[config.mk]
export PLATFORM = sky130hd
export DESIGN_NAME = rtc_access_sequencer
export DESIGN_NICKNAME = d
export VERILOG_FILES = /design/src/rtl/rtc_access_sequencer.sv
export SDC_FILE = /design/constraint.sdc
export NUM_CORES = 1
export LEC_CHECK = 0
export BUFFER_PORTS_ARGS = -buffer_cell sky130_fd_sc_hd__buf_4
export CORE_UTILIZATION = 56
export CTS_CLUSTER_DIAMETER = 80
export DETAILED_ROUTE_END_ITERATION = 10
export GPL_TIMING_DRIVEN = 0
export HOLD_SLACK_MARGIN = 0.02
export PLACE_DENSITY = 0.87
export SYNTH_ARGS = -nofsm -noshare
export SYNTH_HDL_FRONTEND = slang
export SYNTH_SLANG_ARGS = --single-unit
[constraint.sdc]
create_clock -name clk -period 2.56 [get_ports clk]
set_clock_uncertainty 0.2 [all_clocks]
set_input_delay 0.512 -clock clk [delete_from_list [all_inputs] [get_ports clk]]
set_output_delay 0.512 -clock clk [all_outputs]
set_load 0.02 [all_outputs]
[src/rtl/rtc_access_sequencer.sv]
// Command sequencer in front of the RTC bus-timing FSM: burst-reads the time registers on tick,
// performs single-register writes on request, and publishes a coherent time snapshot.
module rtc_access_sequencer #(
    parameter logic [7:0] ADDR_BASE = 8'h21,
    parameter int         NUM_REGS  = 6,
    parameter int         TIMEOUT   = 100
) (
    input  logic       clk,
    input  logic       reset,
    input  logic       tick,
    input  logic       wr_req,
    input  logic [7:0] wr_addr,
    input  logic [7:0] wr_data,
    input  logic       AD,
    input  logic       CS,
    input  logic       RD,
    input  logic       WR,
    input  logic       FRW,
    input  logic [7:0] bus_in,
    output logic       Acceso,
    output logic       read,
    output logic [7:0] bus_out,
    output logic       bus_oe,
    output logic [7:0] seg,
    output logic [7:0] min,
    output logic [7:0] hora,
    output logic [7:0] dia,
    output logic [7:0] mes,
    output logic [7:0] anio,
    output logic       data_valid,
    output logic       busy,
    output logic       err
);

    localparam int         NUM_OUT     = 6;
    localparam logic [2:0] LAST_INDEX  = 3'(NUM_REGS - 1);
    localparam logic [6:0] TIMEOUT_CNT = 7'(TIMEOUT);

    typedef enum logic [1:0] {IDLE, ISSUE, WAIT, NEXT} state_t;

    state_t      state_reg, state_next;
    logic        wr_pend_reg, tick_pend_reg;
    logic [7:0]  wr_addr_reg, wr_data_reg;
    logic [7:0]  addr_reg, addr_next;
    logic [7:0]  data_reg, data_next;
    logic        op_read_reg, op_read_next;
    logic [2:0]  index_reg, index_next;
    logic [6:0]  wait_cnt_reg;
    logic        frw_prev_reg;
    logic        err_reg;
    logic        data_valid_reg;

    logic        take_wr, take_tick, restart_cnt, set_err, clr_err, publish;
    logic        timed_out, frw_rise, read_capture;

    assign timed_out    = (wait_cnt_reg >= TIMEOUT_CNT);
    assign frw_rise     = FRW && !frw_prev_reg;
    // RD can float; only a solid 0 counts as an active read strobe.
    assign read_capture = (state_reg == WAIT) && !CS && (RD == 1'b0) && AD;

    always_comb begin
        state_next   = state_reg;
        addr_next    = addr_reg;
        data_next    = data_reg;
        op_read_next = op_read_reg;
        index_next   = index_reg;
        take_wr      = 1'b0;
        take_tick    = 1'b0;
        restart_cnt  = 1'b0;
        set_err      = 1'b0;
        clr_err      = 1'b0;
        publish      = 1'b0;
        case (state_reg)
            IDLE: begin
                if (wr_pend_reg) begin
                    take_wr      = 1'b1;
                    addr_next    = wr_addr_reg;
                    data_next    = wr_data_reg;
                    op_read_next = 1'b0;
                    restart_cnt  = 1'b1;
                    state_next   = ISSUE;
                end else if (tick_pend_reg) begin
                    take_tick    = 1'b1;
                    index_next   = 3'd0;
                    addr_next    = ADDR_BASE;
                    op_read_next = 1'b1;
                    restart_cnt  = 1'b1;
                    state_next   = ISSUE;
                end
            end
            ISSUE: begin
                // Leaving ISSUE drops Acceso so transfer cannot re-trigger when it returns idle.
                if (!CS) begin
                    state_next = WAIT;
                end else if (timed_out) begin
                    set_err    = 1'b1;
                    state_next = IDLE;
                end
            end
            WAIT: begin
                if (frw_rise) begin
                    state_next = NEXT;
                end else if (timed_out) begin
                    set_err    = 1'b1;
                    state_next = IDLE;
                end
            end
            NEXT: begin
                clr_err    = 1'b1;
                state_next = IDLE;
                if (op_read_reg) begin
                    if (index_reg < LAST_INDEX) begin
                        index_next  = index_reg + 3'd1;
                        addr_next   = addr_reg + 8'd1;
                        restart_cnt = 1'b1;
                        state_next  = ISSUE;
                    end else begin
                        publish = 1'b1;
                    end
                end
            end
            default: state_next = IDLE;
        endcase
    end

    always_ff @(posedge clk or negedge reset) begin
        if (!reset) begin
            state_reg      <= IDLE;
            wr_pend_reg    <= 1'b0;
            tick_pend_reg  <= 1'b0;
            wr_addr_reg    <= '0;
            wr_data_reg    <= '0;
            addr_reg       <= '0;
            data_reg       <= '0;
            op_read_reg    <= 1'b0;
            index_reg      <= '0;
            wait_cnt_reg   <= '0;
            frw_prev_reg   <= 1'b0;
            err_reg        <= 1'b0;
            data_valid_reg <= 1'b0;
        end else begin
            state_reg      <= state_next;
            addr_reg       <= addr_next;
            data_reg       <= data_next;
            op_read_reg    <= op_read_next;
            index_reg      <= index_next;
            frw_prev_reg   <= FRW;
            data_valid_reg <= publish;

            // A fresh request in the consuming cycle stays pending for the next round.
            if (wr_req) begin
                wr_pend_reg <= 1'b1;
                wr_addr_reg <= wr_addr;
                wr_data_reg <= wr_data;
            end else if (take_wr) begin
                wr_pend_reg <= 1'b0;
            end

            if (tick) begin
                tick_pend_reg <= 1'b1;
            end else if (take_tick) begin
                tick_pend_reg <= 1'b0;
            end

            if (restart_cnt) begin
                wait_cnt_reg <= '0;
            end else if ((state_reg == ISSUE || state_reg == WAIT) && wait_cnt_reg != 7'h7F) begin
                wait_cnt_reg <= wait_cnt_reg + 7'd1;
            end

            if (set_err) begin
                err_reg <= 1'b1;
            end else if (clr_err) begin
                err_reg <= 1'b0;
            end
        end
    end

    genvar gi;
    generate
        for (gi = 0; gi < NUM_OUT; gi++) begin : g_shadow
            logic [7:0] value_reg;
            always_ff @(posedge clk or negedge reset) begin
                if (!reset) begin
                    value_reg <= '0;
                end else if (read_capture && index_reg == 3'(gi)) begin
                    value_reg <= bus_in;
                end
            end
        end

        for (gi = 0; gi < NUM_OUT; gi++) begin : g_time
            logic [7:0] value_reg;
            always_ff @(posedge clk or negedge reset) begin
                if (!reset) begin
                    value_reg <= '0;
                end else if (publish) begin
                    value_reg <= g_shadow[gi].value_reg;
                end
            end
        end
    endgenerate

    always_comb begin
        bus_oe  = 1'b0;
        bus_out = 8'h00;
        if (state_reg == WAIT && !CS) begin
            if (!AD) begin
                bus_oe  = 1'b1;
                bus_out = addr_reg;
            end else if (!op_read_reg && !WR) begin
                bus_oe  = 1'b1;
                bus_out = data_reg;
            end
        end
    end

    assign Acceso     = (state_reg == ISSUE);
    assign read       = (state_reg == ISSUE) && op_read_reg;
    assign busy       = (state_reg != IDLE);
    assign err        = err_reg;
    assign data_valid = data_valid_reg;
    assign seg        = g_time[0].value_reg;
    assign min        = g_time[1].value_reg;
    assign hora       = g_time[2].value_reg;
    assign dia        = g_time[3].value_reg;
    assign mes        = g_time[4].value_reg;
    assign anio       = g_time[5].value_reg;

endmodule
Yosys cells after proc, flatten, opt, wreduce, memory -nomap -nowiden:

Index checks and enable logic that the tools add are counted.

* output and inout port bits: 62
* register bits: 146
* word-level logic and storage cells: 127
* input port bits: 33

* magnitude comparators: 2
* $add $sub $neg: 3
* reduce and logical (&&, ||, !) cells: 31
* equal/unequal tests: 14
* muxes and demuxes: 51
* bitwise operators: 1

Operator list (number)
* 8-bit two-way mux: 7
* 1-bit two-way mux: 28
* 8-bit one-hot mux with 2 select lines: 1
* 7-bit two-way mux: 2
* 2-bit nonzero test: 7
* 1-bit logical AND: 13
* 3-bit two-way mux: 4
* 2-bit two-way mux: 5
* 8-bit by 1-bit adder with 8-bit output, second input constant: 1
* 2-bit inequality test, second input constant: 4
* 2-bit one-hot mux with 4 select lines: 1
* 7-bit by 1-bit adder with 7-bit output, second input constant: 1
* 7-bit greater-or-equal comparator, second input constant: 1
* 7-bit inequality test, second input constant: 1
* 3-bit by 2-bit equality test with 1-bit output, second input constant: 2
* 3-bit equality test, second input constant: 2
* 3-bit one-hot mux with 2 select lines: 1
* 5-bit AND reduction: 1
* 2-bit equality test, second input constant: 2
* 1-bit logical NOT: 4
* 1-bit one-hot mux with 2 select lines: 2
* 2-bit AND reduction: 2
* 4-bit AND reduction: 1
* 3-bit by 1-bit adder with 3-bit output, second input constant: 1
* 8 further kinds: 8

Depth between registers and ports, before layout:

Gate-level depths: netlist (run 1).

* depth after elaboration: 5
* mapped depth: 8
* depth with buffers taken out: 6

Worst setup path after synthesis (run 1):

OpenSTA, ideal clock, no wires.

* path kind: input to output
* from: in AD
* to: out bus_out[0]
* required time: 1.848 ns
* stages: 4
* buffers on the path: 1
* arrival time: 1.326 ns
* path slack: 0.522 ns
* path through: buf_4 o21ai_0 nand3_1 nor2_1

* cells in the longest elaborated chain, start to end: 2

RTL lines
* start, declared: RTL line 14 `input logic AD,`
* 8-bit two-way mux: RTL line 208 `if (!AD) begin`
* 8-bit two-way mux: RTL line 207 `if (state_reg == WAIT && !CS) begin`
* end, declared: RTL line 22 `output logic [7:0] bus_out,`

No other way between the ends.

Final worst setup path (run 1):

* from: reg state_reg[1]
* to: out busy

* cells in the longest elaborated chain, start to end: 1

RTL lines
* start, declared: RTL line 41 `state_t state_reg, state_next;`
* start signal, assigned: RTL line 142 `state_reg <= state_next;`
* 2-bit nonzero test: RTL line 220 `assign busy = (state_reg != IDLE);`
* end, declared: RTL line 31 `output logic busy,`

No other way between the ends.

==> results of run 1 <==
==> power groups by stage <==
| stage | sequential, mW | clock, mW | combinational [mW] |
|---|---|---|---|
| after floorplan | 2.82 | 0 | 1.10 |
| after global placement | 2.87 | 0 | 1.42 |
| after detailed placement | 2.89 | 0 | 1.53 |
| after CTS | 2.86 | 2.54 | 1.62 |
| after global routing | 2.91 | 2.65 | 1.85 |
| final | 2.88 | 2.52 | 1.70 |
==> worst reg2reg max path: stages, from the launching register on <==
cell      delay (ns)
dfrtp_1         0.45
ha_1            0.33
clkbuf_1        0.42
clkbuf_1        0.50
a211oi_1        0.18
a21o_1          0.20
==> final cells by class <==
class                      count  area (um^2)  share of cell area
sequential                   146         3650               0.466
timing repair buffer         109          882               0.113
buffer                        20         85.1              0.0109
inverter                      19         71.3             0.00910
clock buffer                  17          414              0.0529
tap                          136          170              0.0217
multi-input combinational    366         2370               0.303
clock inverter                15          188              0.0240
==> worst paths after layout <==
kind / start / to / slack, ns / cells after the start
worst min-delay path: wr_data[2] / wr_data_reg[2] / 0.03 / 2
worst max-delay path: state_reg[1] / busy / 0.1 / 5
min in group asynchronous: reset / g_shadow[0].value_reg[7] / 0.33 / 2
worst max register to register: state_reg[1] / addr_reg[0] / 0.16 / 5
worst min register to register: g_shadow[0].value_reg[6] / seg[6] / 0.27 / 2
max in group asynchronous: reset / dia[2] / 1.04 / 3
==> cell usage after synthesis (all sizes together) (3+ instances only) <==
cell type | count | area [um^2]
nand4 | 3 | 18.8
a21oi | 10 | 50.1
clkbuf | 14 | 52.6
and2 | 3 | 18.8
a221oi | 3 | 26.3
dfrtp | 146 | 3650
nor2 | 14 | 52.6
o21ai | 21 | 105
buf | 6 | 30.0
ha | 12 | 150
or4 | 3 | 22.5
nand2b | 5 | 31.3
inv | 19 | 71.3
mux2i | 12 | 120
nand2 | 166 | 623
nand3 | 10 | 50.1
mux2 | 72 | 811
==> cells in the final DEF (no fill, tap or decap), drive strengths merged, types with 2 or more instances in the layout <==
cell type	synthesis	routed
buf	6	98
nand4	3	3
nand2b	5	5
ha	12	12
nor2	14	14
clkbuf	14	32
a21o	2	2
clkinv	0	3
mux2	72	72
a211oi	2	2
nand2	166	166
o2111ai	2	2
or4	3	3
or3	2	2
and2	3	3
nand3	10	10
mux2i	12	12
dfrtp	146	146
o21ai	21	21
o22ai	2	2
a221oi	3	3
inv	19	28
a21oi	10	10
bufinv	0	2
nor3b	2	2
dlygate4sd3	0	16
==> through the flow <==
stage               utilization  hold slack [ns]
floorplan                     -           0.0164
global placement          0.669            0.242
detailed placement        0.672            0.249
CTS                       0.746           0.0210
global route              0.749           0.0280
finish                    0.749           0.0331
==> kinds of logic (layout without fill, tap and decap cells) <==
family / count (synthesis) / in the layout / synth area share
compound gates: 54 / 54 / 0.0554
xor+xnor: 2 / 2 / 0.00285
fa+ha+maj: 12 / 12 / 0.0244
buf+inv: 39 / 180 / 0.0251
flops: 146 / 146 / 0.595
mux: 84 / 84 / 0.152
simple gates: 214 / 214 / 0.146
==> timing repair <==
item                       CTS  global route
hold buffers                15             1
setup endpoints to repair    9            10
hold endpoints to repair    72             1
resized for setup            4             6
==> per-layer routing <==
metal  vias to the layer above  wire, um  track usage
li1                       2113         -            -
met1                      2390      6170        0.362
met2                       216      7890        0.486
met3                        32       893       0.0571
met4                         0       275       0.0949
met5                         -         0            0
==> results.yml, run 1 <==
sta:
  worst_pin_slew_ns: 0.566
  fmax_mhz: 406
  finalMaxSlewViolations: 0
  hold_viol: 0
  relSlewSlack: 0.623
  fin_setup_tns_ns: 0
  setup_ws_ns: 0.0963
  period_share: 0.962
  min_period_ns: 2.46
  rsz0062_at_grt: "false"
  setup_violations: 0
critical_path:
  critPathBufInv: 4
  critPathMaxStageDelay_ns: 0.45
  crit_path_end_kind: "primary output"
  cp.required_ns: 1.85
  cp-start-kind: "flip-flop"
  crit_path_top_delay_cell: "dfrtp_1"
  crit_family: "buffers and inverters"
  worst-setup-path-type: "flip-flop to primary output"
  path_cells: "inv_1 -> ha_1 -> clkbuf_4 -> inv_1 -> buf_4"
  arrival_ns: 1.75
  crit_path_max_fanout: 10
  cpMostUsedCell: "inv_1"
pwr:
  pwr-share-clk: 0.355
  switching_share: 0.330
  p_leak_nw: 4.07
  ir_drop_mv: 0.628
  p_seq_frac: 0.406
  total_power_mw: 7.10
  switchingPower_mw: 2.34
  intPower_mw: 4.76
  power.density_nw_per_um2: 906
  p_comb_frac: 0.239
global_routing:
  antenna_found_initial: 0
  grt_overflow: 0
  grt_pass1_vias: 4820
  grt_use_total: 0.284
  grt_first_pass_wirelength_mm: 24.5
  grt_max_degree: 89
clock_network:
  cts-root-buf: "clkbuf_8"
  tritoncts: "done"
  cts.sinks: 146
  insertion_delay_ns: 0.53
  clk_pin_slew_worst_paths_ns: 0.07
  post_cts_buffers: 0
  cts_buffers: 17
  h-tree-depth: 4
  cts_buffer_depth: 2
final_layout:
  fill_cells: 628
  design_area_um2: 7840
  largest_reg_flops: 48
  finish.net_count: 724
  drive_above_1_share: 0.301
  diodes: 0
  fin_cells: 828
  syn_to_final_growth_pct: 27.6
route:
  wl_mm: 15.2
  drtIter0Drc: 413
  wire_per_inst_um: 18.4
  ant_nets: 0
  via_per_inst: 5.74
  firstDrtPassIters: 6
  drc: 0
  num_vias: 4751
flow_run:
  maxCapViolations: 0
yosys:
  asyncSetResetFlopFracSynth: 1.00
  yosys_most_used_dff: "dfrtp_1"
  synth_seq_cells: 146
  synth_edf_count: 0
  synth_cells: 551
  ys_types: 45
  yosysWarnings: 0
  syn_area_um2: 6140
  synth_fp_nets: 596
  avgSynthCellArea_um2: 11.1
  yosysSeqAreaShare: 0.595
min_path:
  hold_path.class: "primary input to flip-flop"
floorplan:
  core_region_area_um2: 10500
  die_w_um: 107
  core.rowCount: 37
  initial_utilization: 0.587
  num_io_pins: 95
  die_h_um: 107
  die_area_um2: 11400
status:
  status: "complete, no violations"
placed_design:
  dpl.cell_count: 780
  pre_cts_slack_ns: 0.192
  io_buffers: 92
  hpwl_mm: 9.12
  post_dp_cell_area_um2: 7030
  gp_congestion: 0.810
No activity file was read; power rests on OpenSTA's default activity.
==> run 2: changes to the inputs <==
--- a/config.mk
+++ b/config.mk
@@ -6,12 +6,12 @@
 export NUM_CORES = 1
 export LEC_CHECK = 0
 export BUFFER_PORTS_ARGS = -buffer_cell sky130_fd_sc_hd__buf_4
-export CORE_UTILIZATION = 56
+export CORE_UTILIZATION = 51
 export CTS_CLUSTER_DIAMETER = 80
 export DETAILED_ROUTE_END_ITERATION = 10
 export GPL_TIMING_DRIVEN = 0
 export HOLD_SLACK_MARGIN = 0.02
-export PLACE_DENSITY = 0.87
+export PLACE_DENSITY = 0.84
 export SYNTH_ARGS = -nofsm -noshare
 export SYNTH_HDL_FRONTEND = slang
 export SYNTH_SLANG_ARGS = --single-unit
==> constraint.sdc (replaced) <==
create_clock -name clk -period 2 [get_ports clk]
set_clock_uncertainty 0.2 [all_clocks]
set_input_delay 0.4 -clock clk [delete_from_list [all_inputs] [get_ports clk]]
set_output_delay 0.4 -clock clk [all_outputs]
set_load 0.02 [all_outputs]
==> results.yml, run 2 (synthesized netlist as in run 1, its figures left out) <==
critical_path:
  crit_path_end_kind: "flip-flop"
  reg2reg_depth: 7
  cp-start-kind: "flip-flop"
  ff2ff_setup_slack_ns: -0.20
  worst-setup-path-type: "flip-flop to flip-flop"
  path_cells: "inv_2 -> ha_2 -> buf_6 -> mux2i_1 -> or3_4 -> buf_4 -> a221o_1"
  arrival_ns: 2.30
  critPathMaxStageDelay_ns: 0.42
  rr_startpoint: "state_reg[0]"
  cp.required_ns: 2.10
  crit_path_max_fanout: 10
  crit_path_top_delay_cell: "dfrtp_1"
  crit_start: "state_reg[0]"
  r2r-end: "addr_reg[5]"
flow_run:
  maxCapViolations: 0
global_routing:
  grt_first_pass_wirelength_mm: 23.3
  grt_pass1_vias: 4754
  grt_max_degree: 88
  grt_overflow: 0
  grt_use_total: 0.243
  antenna_found_initial: 0
clock_network:
  cts-root-buf: "clkbuf_16"
  cts_buffers: 17
  insertion_delay_ns: 0.43
  h-tree-depth: 4
  clk_pin_slew_worst_paths_ns: 0.06
  cts_buffer_depth: 2
  cts.sinks: 146
  tritoncts: "done"
route:
  wl_mm: 14.5
  drtIter0Drc: 378
  num_vias: 4655
  firstDrtPassIters: 8
  via_per_inst: 5.52
  drc: 9
  ant_nets: 0
  wire_per_inst_um: 17.2
pwr:
  ir_drop_mv: 0.807
  p_leak_nw: 4.13
  power.density_nw_per_um2: 1130
floorplan:
  core_region_area_um2: 11600
  num_io_pins: 95
  core.rowCount: 39
  die_w_um: 112
  die_area_um2: 12500
  initial_utilization: 0.531
  die_h_um: 112
final_layout:
  layout_common_cells: "nand2_1 (162), dfrtp_1 (144), buf_4 (93)"
  diodes: 0
  finish.net_count: 732
  fin_cells: 843
  largest_reg_flops: 48
  final_core_util: 0.702
  final_common_cell: "nand2_1"
  syn_to_final_growth_pct: 32.2
  drive_above_1_share: 0.357
sta:
  hold_viol: 0
  setup_violations: 44
  fmax_mhz: 455
  rsz0062_at_grt: "true"
  worst_pin_slew_ns: 0.553
  relSlewSlack: 0.631
  period_share: 1.10
  setup_ws_ns: -0.198
  min_period_ns: 2.20
  finalMaxSlewViolations: 0
min_path:
  whs_path_depth: 2
  whs_endpoint: "wr_addr_reg[7]"
  hp-start: "wr_addr[7]"
  hold_path.class: "primary input to flip-flop"
placed_design:
  gp_congestion: 0.840
  hpwl_mm: 9.32
  dpl.cell_count: 787
  io_buffers: 92
status:
  status: "complete, but fails checks"
  violations: "DRC, setup timing"
[run 2: cell type report]
| class | count | area, um^2 |
|---|---|---|
| clock inverter | 14 | 131 |
| clock buffer | 18 | 429 |
| multi-input combinational | 367 | 2590 |
| timing repair buffer | 116 | 958 |
| sequential | 146 | 3660 |
| buffer | 20 | 110 |
| inverter | 19 | 71.3 |
| fill | 780 | 3440 |
| tap | 143 | 179 |
[run 2: worst max path at each step]
| stage | endpoint | slack [ns] | cells past startpoint |
|---|---|---|---|
| after floorplan | addr_reg[3] | 0.005 | 5 |
| after detailed placement | g_shadow[2].value_reg[1] | -0.25 | 6 |
| final | addr_reg[5] | -0.20 | 7 |
| after CTS | bus_out[1] | -0.17 | 5 |
| after global placement | wait_cnt_reg[0] | -0.21 | 1 |
| after global routing | addr_reg[5] | -0.25 | 7 |
[run 2: power by group]
part           internal, mW  switching (mW)
Clock                  1.73            1.29
Sequential             3.35           0.336
Combinational          1.09            1.36
Total                  6.17            2.99
[run 2: through the flow]
step / power (mW) / setup TNS (ns) / worst slack (ns) / instance area, um^2 / hold slack, ns
after floorplan: 5.03 / 0 / 0.00516 / 6150 / -0.0956
after global placement: 5.52 / -39.52 / -0.213 / 7020 / 0.242
after detailed placement: 5.65 / -13.69 / -0.247 / 7050 / 0.208
after CTS: 8.92 / -2.26 / -0.175 / 7950 / 0.0233
after global routing: 9.58 / -7.78 / -0.245 / 8120 / 0.0391
final: 9.15 / -5.43 / -0.198 / 8120 / 0.0489
[run 2: routing by layer]
layer / GRT usage / routed length [um] / vias up / part of all wire
met1: 0.283 / 5830 / 2346 / 0.40
met4: 0.105 / 276 / 0 / 0.019
li1: - / - / 2135 / -
met3: 0.0577 / 746 / 22 / 0.052
met5: 0 / 0 / - / 0
met2: 0.427 / 7630 / 152 / 0.53
[run 2: repair_timing]
action | 4_1_cts | 5_1_grt
resized for setup | 41 | 39
pin swaps | 4 | 9
hold endpoints to repair | 76 | 0
setup buffers | 2 | 3
hold buffers | 18 | 0
setup endpoints to repair | 100 | 117
gates cloned | 1 | 0
[run 2: critical path, delay by kind of cell (launching register included)]
kind            cells  cell delay [ns]
buf+inv             3             0.45
flops               1             0.42
mux                 1             0.07
fa+ha+maj           1             0.21
simple gates        1             0.35
compound gates      1             0.37
